File: config.mk
export PLATFORM = sky130hd
export DESIGN_NAME = pipe_hazard_ctrl_flat
export DESIGN_NICKNAME = d
export VERILOG_FILES = /design/src/rtl/pipe_hazard_ctrl_if.sv /design/src/rtl/pipe_hazard_ctrl.sv /design/src/flat_wrapper.sv
export SDC_FILE = /design/constraint.sdc
export NUM_CORES = 1
export LEC_CHECK = 0
export CORE_MARGIN = 2
export CORE_UTILIZATION = 47
export CTS_BUF_LIST = sky130_fd_sc_hd__clkbuf_4 sky130_fd_sc_hd__clkbuf_8
export DETAILED_ROUTE_END_ITERATION = 8
export HOLD_SLACK_MARGIN = 0.02
export PLACE_DENSITY_LB_ADDON = 0.1
export SLEW_MARGIN = 20
export SYNTH_ARGS = -nofsm -noshare
export SYNTH_HDL_FRONTEND = slang
export SYNTH_SLANG_ARGS = --single-unit
export TNS_END_PERCENT = 20
File: constraint.sdc
create_clock -name clk_i -period 3.7 [get_ports clk_i]
set_clock_uncertainty 0.1 [all_clocks]
set_input_delay 1.11 -clock clk_i [delete_from_list [all_inputs] [get_ports clk_i]]
set_output_delay 1.11 -clock clk_i [all_outputs]
set_load 0.1 [all_outputs]
File: src/rtl/pipe_hazard_ctrl_if.sv
// ---------------------------------------------------------------------------
// pipe_hazard_ctrl_if
// Bundles every signal exchanged between the hazard controller and the
// pipeline around it.
//
// Signals driven towards the controller (master -> slave):
//   id_rs_i, id_rt_i   source register fields of the instruction in ID
//   id_uses_rt_i       ID instruction reads rt as a source
//   ex_memread_i       instruction in EX is a load
//   ex_rd_i            destination register of the instruction in EX
//   branch_taken_i     branch in MEM resolved taken this cycle
//   mem_busy_i         data memory not ready, the pipe must hold
// Signals driven by the controller (slave -> master):
//   pc_write_o, ifid_write_o, pipe_en_o              write enables
//   ifid_flush_o, idex_flush_o, exmem_flush_o        clear-to-NOP controls
//   state_o                                          0 RUN, 1 BUSY, 2 BUSY_BR
//   stall_cnt_o, flush_cnt_o                         saturating counters
// ---------------------------------------------------------------------------
interface pipe_hazard_ctrl_if #(
   parameter int CNT_W = 16
);
   logic [4:0]       id_rs_i;
   logic [4:0]       id_rt_i;
   logic             id_uses_rt_i;
   logic             ex_memread_i;
   logic [4:0]       ex_rd_i;
   logic             branch_taken_i;
   logic             mem_busy_i;

   logic             pc_write_o;
   logic             ifid_write_o;
   logic             ifid_flush_o;
   logic             idex_flush_o;
   logic             exmem_flush_o;
   logic             pipe_en_o;
   logic [1:0]       state_o;
   logic [CNT_W-1:0] stall_cnt_o;
   logic [CNT_W-1:0] flush_cnt_o;

   // The pipeline side supplies decode/hazard information and consumes
   // the enables.
   modport master (
      output id_rs_i, id_rt_i, id_uses_rt_i, ex_memread_i, ex_rd_i,
             branch_taken_i, mem_busy_i,
      input  pc_write_o, ifid_write_o, ifid_flush_o, idex_flush_o,
             exmem_flush_o, pipe_en_o, state_o, stall_cnt_o, flush_cnt_o
   );

   // The hazard controller itself.
   modport slave (
      input  id_rs_i, id_rt_i, id_uses_rt_i, ex_memread_i, ex_rd_i,
             branch_taken_i, mem_busy_i,
      output pc_write_o, ifid_write_o, ifid_flush_o, idex_flush_o,
             exmem_flush_o, pipe_en_o, state_o, stall_cnt_o, flush_cnt_o
   );
endinterface

File: src/rtl/pipe_hazard_ctrl.sv
// ---------------------------------------------------------------------------
// pipe_hazard_ctrl
// Central hazard controller for the 5-stage MIPS pipeline. Chooses one of
// four actions every cycle (NORMAL, FREEZE, FLUSH, BUBBLE) and drives the
// PC / IF/ID / downstream pipeline register enables and flushes from it.
//
// Ports:
//   clk_i   clock, rising edge
//   rst_i   asynchronous active-low reset
//   bus     pipe_hazard_ctrl_if.slave, all hazard inputs and control outputs
// Parameter:
//   CNT_W   width of the saturating stall and flush counters; must match
//           the CNT_W of the connected interface instance
// ---------------------------------------------------------------------------
module pipe_hazard_ctrl #(
   parameter int CNT_W = 16
) (
   input  logic              clk_i,
   input  logic              rst_i,
   pipe_hazard_ctrl_if.slave bus
);

   typedef enum logic [1:0] {
      ST_RUN     = 2'd0,
      ST_BUSY    = 2'd1,
      ST_BUSY_BR = 2'd2
   } state_t;

   localparam logic [CNT_W-1:0] CNT_ONE = {{(CNT_W-1){1'b0}}, 1'b1};
   localparam logic [CNT_W-1:0] CNT_MAX = {CNT_W{1'b1}};

   state_t           r_state;
   logic [CNT_W-1:0] r_stallCnt;
   logic [CNT_W-1:0] r_flushCnt;

   logic   w_hz;
   logic   w_freeze;
   logic   w_flush;
   logic   w_bubble;
   state_t w_nextState;

   // Load-use hazard: a load in EX writes a register that the ID
   // instruction reads. Register 0 never carries a dependency.
   assign w_hz = bus.ex_memread_i && (bus.ex_rd_i != 5'd0) &&
                 ((bus.ex_rd_i == bus.id_rs_i) ||
                  (bus.id_uses_rt_i && (bus.ex_rd_i == bus.id_rt_i)));

   // Action selection. Memory busy dominates everything; a branch pending
   // from a freeze behaves like a branch taken this cycle, so BUSY_BR
   // flushes as soon as memory is ready. BUSY without busy is identical
   // to RUN, and the unused encoding falls back to RUN behaviour too.
   always_comb begin
      w_freeze    = 1'b0;
      w_flush     = 1'b0;
      w_bubble    = 1'b0;
      w_nextState = ST_RUN;
      if (bus.mem_busy_i) begin
         w_freeze    = 1'b1;
         w_nextState = ((r_state == ST_BUSY_BR) || bus.branch_taken_i) ?
                       ST_BUSY_BR : ST_BUSY;
      end else if ((r_state == ST_BUSY_BR) || bus.branch_taken_i) begin
         w_flush = 1'b1;
      end else if (w_hz) begin
         w_bubble = 1'b1;
      end
   end

   // Enables and flushes follow the chosen action combinationally; they
   // are all forced low while reset is asserted.
   always_comb begin
      bus.pc_write_o    = rst_i && !(w_freeze || w_bubble);
      bus.ifid_write_o  = rst_i && !(w_freeze || w_bubble);
      bus.pipe_en_o     = rst_i && !w_freeze;
      bus.ifid_flush_o  = rst_i && w_flush;
      bus.idex_flush_o  = rst_i && (w_flush || w_bubble);
      bus.exmem_flush_o = rst_i && w_flush;
   end

   // State register plus the two saturating performance counters. Reset
   // also drops any branch waiting in BUSY_BR.
   always_ff @(posedge clk_i or negedge rst_i) begin
      if (!rst_i) begin
         r_state    <= ST_RUN;
         r_stallCnt <= '0;
         r_flushCnt <= '0;
      end else begin
         r_state <= w_nextState;
         if ((w_freeze || w_bubble) && (r_stallCnt != CNT_MAX))
            r_stallCnt <= r_stallCnt + CNT_ONE;
         if (w_flush && (r_flushCnt != CNT_MAX))
            r_flushCnt <= r_flushCnt + CNT_ONE;
      end
   end

   assign bus.state_o     = r_state;
   assign bus.stall_cnt_o = r_stallCnt;
   assign bus.flush_cnt_o = r_flushCnt;

endmodule

File: src/flat_wrapper.sv
// flat-port wrapper written by rule: the top's interface ports become plain ports
module pipe_hazard_ctrl_flat 
#(
   parameter int CNT_W = 16
)
  (clk_i, rst_i, bus_id_rs_i, bus_id_rt_i, bus_id_uses_rt_i, bus_ex_memread_i, bus_ex_rd_i, bus_branch_taken_i, bus_mem_busy_i, bus_pc_write_o, bus_ifid_write_o, bus_ifid_flush_o, bus_idex_flush_o, bus_exmem_flush_o, bus_pipe_en_o, bus_state_o, bus_stall_cnt_o, bus_flush_cnt_o);
  pipe_hazard_ctrl_if #(.CNT_W(CNT_W)) bus_i ();
  input  logic clk_i;
  input  logic rst_i;
  input wire logic [$bits(bus_i.id_rs_i)-1:0] bus_id_rs_i;
  input wire logic [$bits(bus_i.id_rt_i)-1:0] bus_id_rt_i;
  input wire logic [$bits(bus_i.id_uses_rt_i)-1:0] bus_id_uses_rt_i;
  input wire logic [$bits(bus_i.ex_memread_i)-1:0] bus_ex_memread_i;
  input wire logic [$bits(bus_i.ex_rd_i)-1:0] bus_ex_rd_i;
  input wire logic [$bits(bus_i.branch_taken_i)-1:0] bus_branch_taken_i;
  input wire logic [$bits(bus_i.mem_busy_i)-1:0] bus_mem_busy_i;
  output wire logic [$bits(bus_i.pc_write_o)-1:0] bus_pc_write_o;
  output wire logic [$bits(bus_i.ifid_write_o)-1:0] bus_ifid_write_o;
  output wire logic [$bits(bus_i.ifid_flush_o)-1:0] bus_ifid_flush_o;
  output wire logic [$bits(bus_i.idex_flush_o)-1:0] bus_idex_flush_o;
  output wire logic [$bits(bus_i.exmem_flush_o)-1:0] bus_exmem_flush_o;
  output wire logic [$bits(bus_i.pipe_en_o)-1:0] bus_pipe_en_o;
  output wire logic [$bits(bus_i.state_o)-1:0] bus_state_o;
  output wire logic [$bits(bus_i.stall_cnt_o)-1:0] bus_stall_cnt_o;
  output wire logic [$bits(bus_i.flush_cnt_o)-1:0] bus_flush_cnt_o;
  assign bus_i.id_rs_i = bus_id_rs_i;
  assign bus_i.id_rt_i = bus_id_rt_i;
  assign bus_i.id_uses_rt_i = bus_id_uses_rt_i;
  assign bus_i.ex_memread_i = bus_ex_memread_i;
  assign bus_i.ex_rd_i = bus_ex_rd_i;
  assign bus_i.branch_taken_i = bus_branch_taken_i;
  assign bus_i.mem_busy_i = bus_mem_busy_i;
  assign bus_pc_write_o = bus_i.pc_write_o;
  assign bus_ifid_write_o = bus_i.ifid_write_o;
  assign bus_ifid_flush_o = bus_i.ifid_flush_o;
  assign bus_idex_flush_o = bus_i.idex_flush_o;
  assign bus_exmem_flush_o = bus_i.exmem_flush_o;
  assign bus_pipe_en_o = bus_i.pipe_en_o;
  assign bus_state_o = bus_i.state_o;
  assign bus_stall_cnt_o = bus_i.stall_cnt_o;
  assign bus_flush_cnt_o = bus_i.flush_cnt_o;
  pipe_hazard_ctrl #(.CNT_W(CNT_W)) u_core (.clk_i(clk_i), .rst_i(rst_i), .bus(bus_i));
endmodule
==> results of run 1 <==
how the worst min path moves through the flow:
stage	from	slack, ns	end	cells after the start
floorplan	rst_i	0.71	u_core.bus.flush_cnt_o[0]	0
global placement	u_core.bus.flush_cnt_o[10]	0.38	u_core.bus.flush_cnt_o[10]	1
detailed placement	u_core.bus.stall_cnt_o[6]	0.39	u_core.bus.stall_cnt_o[6]	1
CTS	u_core.bus.stall_cnt_o[6]	0.40	u_core.bus.stall_cnt_o[6]	1
global route	u_core.bus.flush_cnt_o[7]	0.41	u_core.bus.flush_cnt_o[7]	1
finish	u_core.bus.stall_cnt_o[6]	0.40	u_core.bus.stall_cnt_o[6]	1
Yosys cell counts, drive strengths merged:
| cell | n |
|---|---|
| a21o | 1 |
| a21oi | 2 |
| a31oi | 1 |
| a32oi | 1 |
| a41oi | 1 |
| and3 | 4 |
| and4 | 3 |
| buf | 4 |
| dfrtp | 34 |
| ha | 2 |
| inv | 4 |
| mux2 | 4 |
| nand2 | 10 |
| nand2b | 2 |
| nand3 | 15 |
| nand4 | 6 |
| nor2 | 11 |
| nor2b | 2 |
| nor3 | 10 |
| nor3b | 1 |
| nor4 | 6 |
| nor4b | 1 |
| o21a | 1 |
| o21ai | 1 |
| o31a | 1 |
| or2 | 1 |
| or4 | 1 |
| xnor2 | 13 |
| xor2 | 24 |
report_power, final:
part	internal, mW	switching [mW]	total, mW
clock	0.136	0.126	0.262
sequential	0.463	0.121	0.584
combinational	0.246	0.859	1.10
total	0.845	1.11	1.95
cells by family after synthesis:
| kind of cell | after synthesis | synth area share |
|---|---|---|
| DFF | 34 | 0.470 |
| buffers and inverters | 8 | 0.0270 |
| AOI/OAI and AO/OA | 9 | 0.0346 |
| adders and majority gates | 2 | 0.0138 |
| and+or+nand+nor | 73 | 0.250 |
| xor gates and xnor gates | 37 | 0.179 |
| muxes | 4 | 0.0249 |
stage by stage:
| stage | setup TNS (ns) | util | power (mW) | cell area, um2 |
|---|---|---|---|---|
| finish | -0.271 | 0.733 | 1.95 | 2700 |
| global route | -0.388 | 0.733 | 2.04 | 2700 |
| CTS | -0.181 | 0.717 | 1.95 | 2640 |
| detailed placement | -1.84 | 0.680 | 1.68 | 2510 |
| global placement | -1.16 | 0.680 | 1.65 | 2510 |
| floorplan | -0.509 | - | 1.41 | 1840 |
final cells by class:
| type | instances | area (um2) | area share |
|---|---|---|---|
| Clock buffer | 6 | 76.3 | 0.0282 |
| Clock inverter | 1 | 7.51 | 0.00278 |
| Inverter | 4 | 15.0 | 0.00555 |
| Multi-Input combinational cell | 125 | 1020 | 0.378 |
| Sequential cell | 34 | 851 | 0.315 |
| Tap cell | 48 | 60.1 | 0.0222 |
| Timing Repair Buffer | 76 | 673 | 0.249 |
state kept, by name, indices dropped and copies added, names as in the netlist:
signal                  count
u_core.bus.stall_cnt_o     16
u_core.bus.flush_cnt_o     16
u_core.bus.state_o          2
routing by layer:
metal  share of wire  up-vias
met5               0        -
met4           0.017        0
met3           0.054        7
met2            0.51       48
met1            0.42      766
li1                -      743
repair_timing:
action                                  4_1_cts  5_1_grt
resized for setup                            46       13
setup buffers                                 4        2
endpoints found under the setup margin        3        3
pin swaps                                    16       11
==> run summary, run 1 <==
syn nets: 190
Power Density: 722 nW/um2
post-synth top area share: 0.470
port buffer count: 60
final hold vios: 0
grt peak-use layer: met2
clk root buf: clkbuf_8
Worst R2R End: u_core.bus.stall_cnt_o[1]
global-route wire length before repair: 7140 um
count of pins over their slew limit: 0
critical path peak fanout: 2
Clock Latency Late Sink: 0.28 ns
Syn Inst Count: 167
maxcap violations: 0
Hold Slack: 0.398 ns
CP startpoint: bus_id_rt_i[0]
critical path's top delay family: buffers and inverters
Area contributors post-synth: dfrtp_1 (47%), xor2_1 (12%), xnor2_1 (6.3%), nand3_1 (4.1%), nor4_4 (3.5%)
worst slew pin tran: 0.723 ns
Worst VDD drop: 0.746 mV
Rows: 22
crit path cell chain: clkdlybuf4s50_1 > xnor2_1 > a32oi_2 > or2_4 > a21oi_4 > buf_12
Starting Density: 0.491
Worst-path clk slew: 0.07 ns
most common cell after layout, fill and taps aside: buf_4
DIE HEIGHT: 66.0 um
Final Cycle Share: 1.03
CP peak stage delay: 0.42 ns
via count: 1564
WP depth: 6
All-Layer GR Usage: 0.218
Fill cells: 267
Slew headroom: 0.515
Post-DRT Antenna Nets: 0
core box area: 3690 um2
Die W: 66.0 um
status: finished, violations left
Pleak: 1.24 nW
routed len/inst: 15.7 um
fin nets: 269
CTS sink cnt: 34
cts hold-fix bufs: 0
CTS tree: built
Worst Hold Class: register to register
commonest cells after routing, fill and taps aside: buf_4 (48), dfrtp_1 (34), xor2_1 (21)
post-synthesis sequential area ratio: 0.470
Post-DP HPWL: 3400 um
reg-to-reg startpoint: u_core.bus.stall_cnt_o[7]
H-tree levels: 2
Worst Slack Setup Final: -0.106 ns
Layout area overhead: 49.4%
met2 Resource Use GR: 0.360
clock buffer count from CTS: 5
Avg Inst Size Synth: 10.8 um2
met1 global-route usage: 0.266
worst r2r path cells: 7
RePlAce Congestion: 0.731
n_diodes: 0
CP required: 2.49 ns
Post-Place Setup Slack: -0.635 ns
number of global-route vias before repair: 1519
Non-Filler Instances: 294
DP Cell Count: 281
WP buf/inv: 2
Overflow after GRT: 0
layout cell share with drive strength beyond 1: 0.386
Synth Cell Area: 1810 um2
post-synthesis register bit count: 34
pin count of the biggest net entering global routing: 35
top-level port count: 61
Synth Warn #: 0
initial detailed-routing violation count: 88
drt total wl: 4600 um
Critical Path End: bus_idex_flush_o
CTS max path bufs: 2
Crit-path slowest cell: clkdlybuf4s50_1
CP endpoint kind: primary output
crit path time final: 3.81 ns
worst setup path class: input port to primary output
initial antenna violation count: 0
worst reg-to-reg setup slack: 1.34 ns
Pre-Repair DR Iteration Count: 4
Critical Path AT: 2.60 ns
met3 Use GR: 0.0613
Max Fclk: 0.263 GHz
die area: 4360 um2
violated checks: negative setup slack
DR DRC count: 0
Synth area leader: dfrtp_1
RSZ-0062 raised after global routing: true
library cells used by synthesis: 33
Vias/cell: 5.32
final setup vio count: 3
crit path launch type: input port
Power figures use the tool's default switching activity.
==> run 2: changes to the inputs <==
- HOLD_SLACK_MARGIN: 0.02 -> 0.08
==> results of run 2 <==
The final DEF is identical to that of run 1; final timing and power are the same.
==> run 3: changes to the inputs <==
- ABC_AREA: not set -> 1
- CORE_UTILIZATION: 47 -> 50
- SKIP_LAST_GASP: not set -> 1
==> run 3 against run 2 <==
Effect of this change: the flow now finishes without violations; core utilization decreased by 1.4 points; combinational power shrank 32%; area after synthesis grew 19%; via count is 30% higher; clock-buffer cell count unchanged; register-to-register slack gained 0.52 ns; synthesized cell count up 78%; fmax rose by 4.5%; highest routed layer unchanged; non-clock buffer count is 11 lower.
==> run summary, run 3 <==
Slew headroom: 0.711 (was 0.515)
Overflow after GRT: 0 (unchanged)
routed len/inst: 11.6 um (was 15.7 um)
Final Power: 1.59 mW (was 1.95 mW)
grt peak-use layer: met2 (unchanged)
Design Area, Final: 2940 um2 (was 2700 um2)
met1 global-route usage: 0.260 (was 0.266)
CTS tree: built (unchanged)
Final Util: 0.719 (was 0.733)
CTS sink cnt: 34 (unchanged)
maxcap violations: 0 (unchanged)
die area: 4850 um2 (was 4360 um2)
via count: 2026 (was 1564)
Rows: 23 (was 22)
Critical Path AT: 2.43 ns (was 2.60 ns)
All-Layer GR Usage: 0.215 (was 0.218)
Vias/cell: 4.89 (was 5.32)
global-route wire length before repair: 8560 um (was 7140 um)
CP endpoint kind: primary output (unchanged)
RSZ-0062 raised after global routing: true (unchanged)
commonest cells after routing, fill and taps aside: nand2_1 (96), buf_4 (39), dfrtp_1 (34) (was buf_4 (48), dfrtp_1 (34), xor2_1 (21))
Power Density: 542 nW/um2 (was 722 nW/um2)
Clock Latency Late Sink: 0.29 ns (was 0.28 ns)
Synth Cell Area: 2150 um2 (was 1810 um2)
syn nets: 321 (was 190)
port buffer count: 60 (unchanged)
met2 Resource Use GR: 0.382 (was 0.360)
top-level port count: 61 (unchanged)
post-synthesis register bit count: 34 (unchanged)
Max Fclk: 0.275 GHz (was 0.263 GHz)
status: finished clean (was finished, violations left)
Layout area overhead: 36.4% (was 49.4%)
count of pins over their slew limit: 0 (unchanged)
Syn Inst Count: 298 (was 167)
critical path peak fanout: 2 (unchanged)
crit path cell chain: clkdlybuf4s50_1 > nand2_1 > nand2_1 > nor2_1 > nand3_1 > nand2_2 > nand3_2 > nand2_2 > nor2_4 > buf_12 (was clkdlybuf4s50_1 > xnor2_1 > a32oi_2 > or2_4 > a21oi_4 > buf_12)
Worst Hold Class: register to register (unchanged)
most common cell after layout, fill and taps aside: nand2_1 (was buf_4)
cts hold-fix bufs: 0 (unchanged)
final hold vios: 0 (unchanged)
EDFF count, synth: 0 (unchanged)
Die W: 69.6 um (was 66.0 um)
Pleak: 1.58 nW (was 1.24 nW)
CP peak stage delay: 0.48 ns (was 0.42 ns)
initial antenna violation count: 0 (unchanged)
Avg Inst Size Synth: 7.23 um2 (was 10.8 um2)
CP required: 2.49 ns (about the same)
n_diodes: 0 (unchanged)
met3 Use GR: 0.0523 (was 0.0613)
H-tree levels: 2 (unchanged)
Post-DRT Antenna Nets: 0 (unchanged)
clk root buf: clkbuf_8 (unchanged)
crit path time final: 3.64 ns (was 3.81 ns)
library cells used by synthesis: 26 (was 33)
Pre-Repair DR Iteration Count: 4 (unchanged)
initial detailed-routing violation count: 95 (was 88)
final setup vio count: 0 (was 3)
layout cell share with drive strength beyond 1: 0.212 (was 0.386)
drt total wl: 4820 um (was 4600 um)
DIE HEIGHT: 69.6 um (was 66.0 um)
Crit-path slowest cell: clkdlybuf4s50_1 (unchanged)
placed cell areas: 2800 um2 (was 2510 um2)
Final Cycle Share: 0.985 (was 1.03)
pin count of the biggest net entering global routing: 35 (unchanged)
crit path launch type: input port (unchanged)
number of global-route vias before repair: 1952 (was 1519)
CTS max path bufs: 2 (unchanged)
post-synthesis sequential area ratio: 0.395 (was 0.470)
worst slew pin tran: 0.433 ns (was 0.723 ns)
post-synth top area share: 0.395 (was 0.470)
most common cell in the synthesized netlist: nand2_1 (was dfrtp_1)
top cells by count, synth: nand2_1 (98), dfrtp_1 (34), nor2_1 (34) (was dfrtp_1 (34), xor2_1 (24), nand3_1 (15))
Worst VDD drop: 0.482 mV (was 0.746 mV)
Post-DP HPWL: 3600 um (was 3400 um)
fin nets: 387 (was 269)
core box area: 4090 um2 (was 3690 um2)
RePlAce Congestion: 0.837 (was 0.731)
Top FF cell, synth: dfrtp_1 (unchanged)
Worst-path clk slew: 0.07 ns (about the same)
worst setup path class: input port to primary output (unchanged)
Synth Warn #: 0 (unchanged)
Starting Density: 0.527 (was 0.491)
Synth area leader: dfrtp_1 (unchanged)
async set-or-reset flop fraction in the synthesized netlist: 1.00 (unchanged)
Area contributors post-synth: dfrtp_1 (40%), nand2_1 (17%), nand3_1 (7.2%), xor2_1 (6.1%), nor2_1 (5.9%) (was dfrtp_1 (47%), xor2_1 (12%), xnor2_1 (6.3%), nand3_1 (4.1%), nor4_4 (3.5%))
clock buffer count from CTS: 5 (unchanged)
DR DRC count: 0 (unchanged)
## run 3: kinds of logic after synthesis
group | after synthesis | share of synthesized area
AND/OR/NAND/NOR | 186 | 0.383
buffers and inverters | 43 | 0.0895
flip-flops | 34 | 0.395
XOR/XNOR | 25 | 0.102
AO/OA/AOI/OAI | 8 | 0.0192
adder cells (fa/ha/maj) | 2 | 0.0116
## run 3: final timing paths
| check | start | endpoint | slack (ns) | depth (start not counted) |
|---|---|---|---|---|
| worst min-delay path | u_core.bus.flush_cnt_o[5] | u_core.bus.flush_cnt_o[5] | 0.40 | 1 |
| min in group asynchronous | rst_i | u_core.bus.flush_cnt_o[11] | 1.20 | 2 |
| worst min register to register | u_core.bus.flush_cnt_o[5] | u_core.bus.flush_cnt_o[5] | 0.40 | 1 |
| max in group asynchronous | rst_i | u_core.bus.stall_cnt_o[3] | 1.99 | 2 |
| worst max register to register | u_core.bus.flush_cnt_o[1] | u_core.bus.flush_cnt_o[13] | 1.86 | 10 |
| worst max-delay path | bus_id_rt_i[1] | bus_pc_write_o | 0.06 | 10 |
## run 3: final cells by class
cell class	count	area, um2
Clock buffer	6	82.6
Timing Repair Buffer	65	618
Inverter	37	139
Fill cell	362	1150
Multi-Input combinational cell	221	1150
Tap cell	50	62.6
Sequential cell	34	851
Clock inverter	1	30.0
## run 3: report_power, final
group          switching [mW]  total (mW)  leakage (nW)  internal [mW]
registers              0.0733       0.502         0.445          0.428
clock network           0.129       0.345        0.0573          0.215
logic                   0.574       0.745          1.07          0.171
total                   0.776        1.59          1.58          0.815
## run 3: through the flow
step	setup TNS [ns]	hold WS [ns]	setup slack (ns)	cells
2_1_floorplan	-0.304	0.714	-0.155	298
3_3_place_gp	0	0.390	0.00426	406
3_5_place_dp	-0.0311	0.393	-0.0122	406
4_1_cts	0	0.409	0.0179	413
5_1_grt	-0.00802	0.443	-0.00477	414
6_report	0	0.404	0.0571	414
## run 3: layer usage
metal	wire, um	up-vias
met3	207	6
met2	2400	36
met4	62	0
li1	-	1053
met5	0	-
met1	2150	931
## run 3: worst max-delay path: cells and delay by family
kind / cells / cell delay [ns]
simple gates: 8 / 0.65
buf+inv: 2 / 0.67
## run 3: timing repair
| item | CTS | global route |
|---|---|---|
| resized for setup | 4 | 7 |
| setup endpoints to repair | 3 | 3 |
| buffers inserted | 0 | 1 |
| pin swaps | 2 | 7 |
